<file path="src/rtl/alu_sequencer.sv">
// alu_sequencer: request/response front end for the 16-bit ALU datapath.
// Sequences one operation at a time through operand load, execute and
// output phases on the ALU's shared bus and enables, then returns the
// captured result on a response handshake.
//
// Optional feature macro: ALU_SEQ_CHAIN_EN
//   Adds req_chain; when set, operand A is the last completed result.
//
// Ports:
//   clk, reset                 clock, synchronous active-high reset
//   req_valid/req_ready        request handshake
//   req_op, req_a, req_b       opcode (0..6 legal, 7 illegal) and operands
//   req_chain                  (ALU_SEQ_CHAIN_EN only) use last result as A
//   rsp_valid/rsp_ready        response handshake
//   rsp_data, rsp_err          result and illegal-opcode flag
//   busy                       high whenever not idle
//   alu_bus_in, alu_op         ALU Bus_in and OpControl
//   alu_in1_en, alu_in2_en     ALU operand register enables
//   alu_out_reg_en, alu_out_en ALU result register / output drive enables
//   alu_bus_out                ALU Bus_out
module alu_sequencer #(
  localparam int unsigned DATA_W = 16,
  localparam int unsigned OP_W   = 3
) (
  input  logic              clk,
  input  logic              reset,
  input  logic              req_valid,
  output logic              req_ready,
  input  logic [OP_W-1:0]   req_op,
  input  logic [DATA_W-1:0] req_a,
  input  logic [DATA_W-1:0] req_b,
`ifdef ALU_SEQ_CHAIN_EN
  input  logic              req_chain,
`endif
  output logic              rsp_valid,
  input  logic              rsp_ready,
  output logic [DATA_W-1:0] rsp_data,
  output logic              rsp_err,
  output logic              busy,
  output logic [DATA_W-1:0] alu_bus_in,
  output logic              alu_in1_en,
  output logic              alu_in2_en,
  output logic              alu_out_reg_en,
  output logic              alu_out_en,
  output logic [OP_W-1:0]   alu_op,
  input  logic [DATA_W-1:0] alu_bus_out
);

  localparam logic [OP_W-1:0] OP_NOT     = OP_W'(2);
  localparam logic [OP_W-1:0] OP_ILLEGAL = OP_W'(7);

  typedef enum logic [2:0] {
    S_IDLE,
    S_LOAD_A,
    S_LOAD_B,
    S_EXEC,
    S_DRIVE,
    S_RESP
  } state_e;

  state_e              state_q, state_d;
  logic [OP_W-1:0]     op_q, op_d;
  logic [DATA_W-1:0]   a_q, a_d;
  logic [DATA_W-1:0]   b_q, b_d;
  logic [DATA_W-1:0]   rsp_data_q, rsp_data_d;
  logic                rsp_err_q, rsp_err_d;
`ifdef ALU_SEQ_CHAIN_EN
  logic                chain_q, chain_d;
  logic [DATA_W-1:0]   last_q, last_d;
`endif

  // Registered outputs, decoded from the next state so they line up with it
  logic                req_ready_q, req_ready_d;
  logic                busy_q, busy_d;
  logic                rsp_valid_q, rsp_valid_d;
  logic [DATA_W-1:0]   bus_in_q, bus_in_d;
  logic                in1_en_q, in1_en_d;
  logic                in2_en_q, in2_en_d;
  logic                out_reg_en_q, out_reg_en_d;
  logic                out_en_q, out_en_d;
  logic [OP_W-1:0]     alu_op_q, alu_op_d;
  logic [DATA_W-1:0]   operand_a;

  // State and output registers
  always_ff @(posedge clk) begin
    if (reset) begin
      state_q      <= S_IDLE;
      op_q         <= '0;
      a_q          <= '0;
      b_q          <= '0;
      rsp_data_q   <= '0;
      rsp_err_q    <= 1'b0;
`ifdef ALU_SEQ_CHAIN_EN
      chain_q      <= 1'b0;
      last_q       <= '0;
`endif
      req_ready_q  <= 1'b1;
      busy_q       <= 1'b0;
      rsp_valid_q  <= 1'b0;
      bus_in_q     <= '0;
      in1_en_q     <= 1'b0;
      in2_en_q     <= 1'b0;
      out_reg_en_q <= 1'b0;
      out_en_q     <= 1'b0;
      alu_op_q     <= '0;
    end else begin
      state_q      <= state_d;
      op_q         <= op_d;
      a_q          <= a_d;
      b_q          <= b_d;
      rsp_data_q   <= rsp_data_d;
      rsp_err_q    <= rsp_err_d;
`ifdef ALU_SEQ_CHAIN_EN
      chain_q      <= chain_d;
      last_q       <= last_d;
`endif
      req_ready_q  <= req_ready_d;
      busy_q       <= busy_d;
      rsp_valid_q  <= rsp_valid_d;
      bus_in_q     <= bus_in_d;
      in1_en_q     <= in1_en_d;
      in2_en_q     <= in2_en_d;
      out_reg_en_q <= out_reg_en_d;
      out_en_q     <= out_en_d;
      alu_op_q     <= alu_op_d;
    end
  end

  // Next-state, request latch and output decode
  always_comb begin
    state_d    = state_q;
    op_d       = op_q;
    a_d        = a_q;
    b_d        = b_q;
    rsp_data_d = rsp_data_q;
    rsp_err_d  = rsp_err_q;
`ifdef ALU_SEQ_CHAIN_EN
    chain_d    = chain_q;
    last_d     = last_q;
`endif

    unique case (state_q)
      S_IDLE: begin
        if (req_valid) begin
          op_d = req_op;
          a_d  = req_a;
          b_d  = req_b;
`ifdef ALU_SEQ_CHAIN_EN
          chain_d = req_chain;
`endif
          // Illegal ops answer immediately and never touch the ALU
          if (req_op == OP_ILLEGAL) begin
            state_d    = S_RESP;
            rsp_data_d = '0;
            rsp_err_d  = 1'b1;
          end else begin
            state_d = S_LOAD_A;
          end
        end
      end
      S_LOAD_A: state_d = (op_q == OP_NOT) ? S_EXEC : S_LOAD_B;
      S_LOAD_B: state_d = S_EXEC;
      S_EXEC:   state_d = S_DRIVE;
      S_DRIVE: begin
        state_d    = S_RESP;
        rsp_data_d = alu_bus_out;
        rsp_err_d  = 1'b0;
`ifdef ALU_SEQ_CHAIN_EN
        last_d     = alu_bus_out;
`endif
      end
      S_RESP: begin
        if (rsp_ready) begin
          state_d = S_IDLE;
        end
      end
      default: state_d = S_IDLE;
    endcase

    operand_a = a_d;
`ifdef ALU_SEQ_CHAIN_EN
    // Previous op has fully retired before any accept, so last_q is current
    if (chain_d) begin
      operand_a = last_q;
    end
`endif

    req_ready_d  = (state_d == S_IDLE);
    busy_d       = (state_d != S_IDLE);
    rsp_valid_d  = (state_d == S_RESP);
    in1_en_d     = (state_d == S_LOAD_A);
    in2_en_d     = (state_d == S_LOAD_B);
    out_reg_en_d = (state_d == S_EXEC);
    out_en_d     = (state_d == S_DRIVE);
    alu_op_d     = (state_d inside {S_LOAD_A, S_LOAD_B, S_EXEC, S_DRIVE}) ? op_d : '0;
    bus_in_d     = '0;
    if (state_d == S_LOAD_A) begin
      bus_in_d = operand_a;
    end else if (state_d == S_LOAD_B) begin
      bus_in_d = b_d;
    end
  end

  assign req_ready      = req_ready_q;
  assign busy           = busy_q;
  assign rsp_valid      = rsp_valid_q;
  assign rsp_data       = rsp_data_q;
  assign rsp_err        = rsp_err_q;
  assign alu_bus_in     = bus_in_q;
  assign alu_in1_en     = in1_en_q;
  assign alu_in2_en     = in2_en_q;
  assign alu_out_reg_en = out_reg_en_q;
  assign alu_out_en     = out_en_q;
  assign alu_op         = alu_op_q;

endmodule

</file>
<file path="config.mk">
export PLATFORM = sky130hd
export DESIGN_NAME = alu_sequencer
export DESIGN_NICKNAME = d
export VERILOG_FILES = /design/src/rtl/alu_sequencer.sv
export SDC_FILE = /design/constraint.sdc
export NUM_CORES = 1
export LEC_CHECK = 0
export CAP_MARGIN = 5
export CORE_MARGIN = 10
export CORE_UTILIZATION = 30
export DETAILED_ROUTE_END_ITERATION = 16
export DONT_BUFFER_PORTS = 1
export GPL_TIMING_DRIVEN = 0
export SYNTH_ARGS = -nofsm -noshare
export SYNTH_HDL_FRONTEND = slang
export SYNTH_SLANG_ARGS = --single-unit
</file>
<file path="constraint.sdc">
create_clock -name clk -period 1.92 [get_ports clk]
set_input_delay 0.096 -clock clk [delete_from_list [all_inputs] [get_ports clk]]
set_output_delay 0.096 -clock clk [all_outputs]
set_load 0.02 [all_outputs]
</file>
==> metrics.md, run 1 <==
| Metric | Value |
|---|---|
| Antenna Violating Nets Remaining | `0` |
| Max Freq | `about 570 MHz` |
| Hold WC Path Type | `primary input to register` |
| H-tree Lvls | `3` |
| GRT Residual Overflow | `0` |
| Post-layout net count | `between 400 and 500` |
| Initial antenna violation count | `1` |
| PwrDens | `~1200 nW/µm²` |
| Final worst path period share | `0.9090` |
| RSZ-0062 raised after global routing | `no` |
| Share of layout cells above drive strength 1 | `0.1559` |
| Crit path DAT | `about 2.0 ns` |
| Post-Route WL | `~8.3 mm` |
| CTS Sinks | `81` |
| Slew margin rel. | `0.5278` |
| Gp weighted congestion | `~0.77` |
| FF+latch count, synth | `81` |
| CTS Buf Count | `9` |
| All-Layer GR Usage | `0.1177` |
| Num ports | `just under 100` |
| Vias in the first global route | `2502` |
| Post-Syn Nets | `roughly 360` |
| Largest net degree at the start of global routing | `15` |
| Max-slew violations | `0` |
| Initial DRC count | `149` |
| R2R Path End | `alu_bus_in[13]` |
| Core area | `a little over 9000 µm²` |
| Filler Cell Count | `919` |
| CTS root buf | `clkbuf_8` |
| Ys Warns | `0` |
| Synth cell types | `31` |
| Cells after synthesis | `303` |
| Leakage | `approximately 1.4 nW` |
| CP endpoint | `alu_bus_in[13]` |
| R2R depth | `7` |
| Max-cap violations | `0` |
| Input/output buffers | `0` |
| TNS Setup | `0 ns` |
| Drt wl/cell | `approximately 17 µm` |
| Die W | `roughly 120 µm` |
| Crit path launch | `state_q[2]` |
| Layout Skew | `roughly 0.0086 ns` |
| # DRC | `0` |
| Die height | `roughly 120 µm` |
| Via Count | `between 2000 and 2500` |
| CTS clk-pin slew, worst paths | `0.09 ns` |
| Kind of critical path | `register to register` |
| FP Rows | `35` |
| Data required, critical path | `between 2 and 2.5 ns` |
| Slew @ Worst Pin | `0.6973 ns` |
| Clk_lat worst skew | `roughly 0.35 ns` |
| Post-layout min period | `around 1.7 ns` |
| Die area | `13940 µm²` |
| Final hold violation count | `0` |
| Syn_area_per_cell | `9.522 µm²` |
| Drt via density | `4.721` |
| Setup slack, reg-to-reg | `between 0.15 and 0.2 ns` |
| First-pass GRT wire length | `13.30 mm` |
| Area Growth Syn to Fin | `31.79%` |
| Synthesized area | `between 2000 and 3000 µm²` |
| DP HPWL | `around 5.6 mm` |
| Setup Viol. Count Final | `0` |
| CTS max path bufs | `2` |
| Status | `completed` |
| CP endpoint kind | `register` |
| Seq/Total Area, Yosys | `0.5620` |
| Reg-to-Reg Start | `state_q[2]` |
| CTS tree | `yes` |
| CP Max Fanout | `10` |
| VDD IR max | `slightly below 0.0005 V` |
| Number of detailed-route iterations in the first pass | `4` |
| Fin util | `0.4096` |
| Setup crit start kind | `register` |
| Initial Util | `0.3108` |
-- state kept, by name (all words and copies together) (netlist names) --
register        flops
rsp_data           16
alu_out_en          1
alu_op              3
req_ready           1
alu_out_reg_en      1
state_q             3
busy                1
rsp_valid           1
alu_bus_in         16
b_q                16
alu_in2_en          1
rsp_err             1
op_q                3
a_q                16
alu_in1_en          1
-- area by class of cell --
cell class                      instances  area (µm²)  share of cell area
Multi-Input combinational cell        197        1117              0.2938
Clock buffer                            9       123.9             0.03258
Tap cell                              129       161.4             0.04245
Antenna cell                            1       2.502           0.0006581
Clock inverter                          7       93.84             0.02468
Inverter                                1       3.754           0.0009872
Sequential cell                        81        1622              0.4265
Timing Repair Buffer                   53       525.5              0.1382
Buffer                                 24       152.6             0.04014
-- synth_stat cells, drive strengths merged --
cell | instances | share of area
nor3 | 6 | 0.010
inv | 1 | 0.0013
nand2 | 73 | 0.10
o21ai | 3 | 0.0052
a21o | 2 | 0.0052
a22oi | 17 | 0.044
nand2b | 1 | 0.0022
o311ai | 1 | 0.0030
nor4b | 1 | 0.0082
a31oi | 1 | 0.0022
and4 | 1 | 0.0030
or4b | 1 | 0.0035
nor3b | 3 | 0.0078
a22o | 16 | 0.049
dfxtp | 81 | 0.56
nor2 | 19 | 0.025
nor4 | 1 | 0.0022
nand3b | 1 | 0.0026
xnor2 | 1 | 0.0030
and2 | 5 | 0.011
buf | 18 | 0.044
nor2b | 3 | 0.0065
nand4 | 1 | 0.0022
a21oi | 39 | 0.082
a221o | 1 | 0.0035
clkbuf | 6 | 0.0078
-- cell usage in the layout (no fill, tap or decap), types with 2 or more instances in the layout --
cell	instances
and2_1	5
buf_2	8
dlygate4sd3_1	51
nor2b_1	3
nand2_1	63
nand2_2	10
o21ai_0	2
buf_6	4
a22o_1	16
clkinvlp_4	2
buf_4	7
dfxtp_1	81
a21o_1	2
a22oi_1	17
a21oi_2	10
bufinv_16	2
a21oi_1	28
nor3_1	6
clkbuf_1	6
nor3b_1	3
clkinv_2	2
nor2_1	19
clkbuf_8	9
-- worst min path at each step --
stage | from | end | slack [ns] | depth (start not counted)
floorplan | req_op[0] | op_q[0] | 0.24 | 2
global placement | alu_bus_out[10] | rsp_data[10] | 0.25 | 2
detailed placement | alu_bus_out[10] | rsp_data[10] | 0.26 | 2
CTS | rsp_ready | busy | 0.004 | 3
global route | rsp_ready | busy | 0.005 | 3
finish | rsp_ready | busy | 0.02 | 3
-- where the power goes --
group / switching (mW) / internal (mW)
registers: 0.240 / 1.89
logic: 0.570 / 0.424
clock network: 0.637 / 0.732
-- cell families after synthesis --
| logic type | synth area share |
|---|---|
| buffers and inverters | 0.05334 |
| DFF | 0.5620 |
| xor gates and xnor gates | 0.003036 |
| AOI/OAI and AO/OA | 0.1938 |
| and+or+nand+nor | 0.1878 |
-- critical path, stage by stage, from the launching register on --
cell	delay, ns
dfxtp_1	0.31
buf_6	0.13
or4b_1	0.47
buf_4	0.19
buf_6	0.16
nand2_2	0.07
a21oi_2	0.06
a22o_1	0.23
-- metal layers --
metal	wire length (µm)	track usage	share of wire
met4	97	0.04328	0.012
met3	812	0.05659	0.097
met1	3562	0.1328	0.43
met5	0	0	0
met2	3876	0.1881	0.46
-- repair_timing --
| action | 4_1_cts | 5_1_grt |
|---|---|---|
| gates resized for setup | 0 | 3 |
| hold buffers | 51 | 0 |
| setup buffers | 0 | 2 |
| endpoints found under the setup margin | 0 | 15 |
| endpoints found under the hold margin | 52 | 0 |
-- metrics by stage --
step	setup WS (ns)	total power, mW	hold slack [ns]	instance area (µm²)	instances
after floorplan	0.3005	2.815	0.2440	2885	303
after global routing	0.009891	4.754	0.004867	3802	502
after CTS	0.02705	4.502	0.004132	3775	499
after detailed placement	0.04811	3.048	0.2565	3047	432
final	0.1747	4.496	0.02401	3802	502
after global placement	0.05746	3.027	0.2461	3047	432
No activity file was read; power rests on OpenSTA's default activity.
==> inputs of run 2 (changes only) <==
Settings changed: BUFFER_PORTS_ARGS set to -buffer_cell sky130_fd_sc_hd__buf_2, DONT_BUFFER_PORTS 1 to not set, HOLD_SLACK_MARGIN set to 0.1.
==> metrics.md, run 2 (synthesized netlist as in run 1, its figures left out) <==
| Metric | Value |
|---|---|
| Total setup buffers inserted after CTS | `0` |
| CP Max Fanout | `10` |
| DP HPWL | `about 6 mm` |
| Area Growth Syn to Fin | `46.79%` |
| Antenna Violating Nets Remaining | `0` |
| TNS Setup | `0 ns` |
| DR WL met3 | `between 600 and 700 µm` |
| CP endpoint kind | `register` |
| Share of layout cells above drive strength 1 | `0.3290` |
| CTS tree | `yes` |
| Most frequent cells in the layout | `buf_2, dfxtp_1, nand2_1` |
| All-Layer GR Usage | `0.1239` |
| Total power | `between 4 and 5 mW` |
| Final worst path period share | `0.8985` |
| Placed Area | `3527 µm²` |
| CTS Sinks | `81` |
| Die area | `about 14000 µm²` |
| Initial DRC count | `100` |
| Drt via density | `between 4 and 5` |
| N_diodes | `0` |
| Met1 wire length | `4.058 mm` |
| H-tree Lvls | `3` |
| Hold WC Path Type | `primary input to register` |
| Layout Skew | `between 0.008 and 0.009 ns` |
| Drt wl/cell | `~15 µm` |
| Setup crit start kind | `register` |
| Status | `completed` |
| Worst Hold Depth | `4` |
| Number of detailed-route iterations in the first pass | `4` |
| Post-layout net count | `516` |
| Non-Filler Instances | `between 500 and 600` |
| Largest net degree at the start of global routing | `14` |
| Die height | `118.1 µm` |
| Via Count | `approximately 2700` |
| Gp weighted congestion | `between 0.7 and 0.8` |
| Leakage | `between 1.5 and 2 nW` |
| Input/output buffers | `96` |
| PwrDens | `approximately 1000 nW/µm²` |
| CTS clk-pin slew, worst paths | `0.08 ns` |
| Met2 Routed Length | `3.872 mm` |
| RSZ-0062 raised after global routing | `no` |
| First-pass GRT wire length | `between 10 and 15 mm` |
| Max Freq | `579.7 MHz` |
| Data required, critical path | `2.16 ns` |
| Num ports | `98` |
| Post-layout min period | `roughly 1.7 ns` |
| Die W | `approximately 120 µm` |
| Fin util | `0.4562` |
| Max-slew violations | `0` |
| Top routing layer in use | `met5` |
| Initial Util | `0.3108` |
| Slew @ Worst Pin | `~0.7 ns` |
| # DRC | `0` |
| Commonest non-fill, non-tap cell in the layout | `buf_2` |
| Design area | `around 4200 µm²` |
| VDD IR max | `approximately 0.00040 V` |
| FP Rows | `35` |
| Kind of critical path | `register to register` |
| Core area | `approximately 9300 µm²` |
| Placed Cells | `approximately 530` |
| Crit path DAT | `1.97 ns` |
| Post-Route WL | `around 8.8 mm` |
| Initial antenna violation count | `1` |
| CTS max path bufs | `2` |
| Setup Viol. Count Final | `0` |
| CTS Buf Count | `9` |
| Slew margin rel. | `0.5332` |
| Max-cap violations | `0` |
| Clk_lat worst skew | `0.35 ns` |
| CTS root buf | `clkbuf_8` |
| GRT Residual Overflow | `0` |
| Vias in the first global route | `between 2000 and 3000` |
| R2R depth | `7` |
| Final hold violation count | `0` |
==> run 2: cell count changes in the layout (fill, tap and decap cells not counted), sizes merged <==
cell / change
inv: -1
diode: -1
clkbuf: -1
buf: +95
bufinv: -1
clkinv: +1
==> run 2: worst paths after layout <==
check	from	endpoint	slack, ns
min reg2reg	a_q[6]	a_q[6]	0.46
max	state_q[2]	alu_bus_in[5]	0.19
min	rsp_ready	busy	0.15
max reg2reg	state_q[2]	alu_bus_in[5]	0.19
==> run 2: worst max-delay path: stages (launching register included) <==
cell and delay [ns]:
dfxtp_1 0.32, buf_6 0.13, or4b_1 0.46, buf_4 0.19, buf_6 0.16, nand2_2 0.08
a21oi_2 0.06, a22o_1 0.23
==> run 2: stage by stage <==
| step | setup slack (ns) | hold WS [ns] |
|---|---|---|
| after global placement | 0.07543 | 0.3303 |
| after global routing | 0.02675 | 0.1679 |
| final | 0.1948 | 0.1549 |
| after floorplan | 0.3005 | 0.2440 |
| after detailed placement | 0.03194 | 0.3433 |
| after CTS | 0.01438 | 0.1403 |
==> run 2: layout make-up <==
class	count	area (µm²)
plain buffers	24	151.4
clock inverters	6	60.06
clock buffers	9	123.9
repair buffers	147	991.0
well taps	129	161.4
fillers	911	5049
multi-input cells	197	1122
inverters	1	3.754
flip-flops and latches	81	1622
==> run 2: where the power goes <==
part / switching (mW) / internal, mW / total [mW]
combinational: 0.766 / 0.507 / 1.27
clock: 0.606 / 0.586 / 1.19
sequential: 0.0801 / 1.89 / 1.97
==> run 2: per-layer routing <==
layer | up-vias | GRT usage
met5 | - | 0
met1 | 1214 | 0.1444
li1 | 1342 | -
met2 | 87 | 0.1992
met3 | 13 | 0.05372
met4 | 2 | 0.03941
==> run 2: timing repair <==
action	in CTS	in global routing
endpoints found under the hold margin	51	0
endpoints found under the setup margin	0	14
gates resized for setup	0	5
hold buffers	51	0
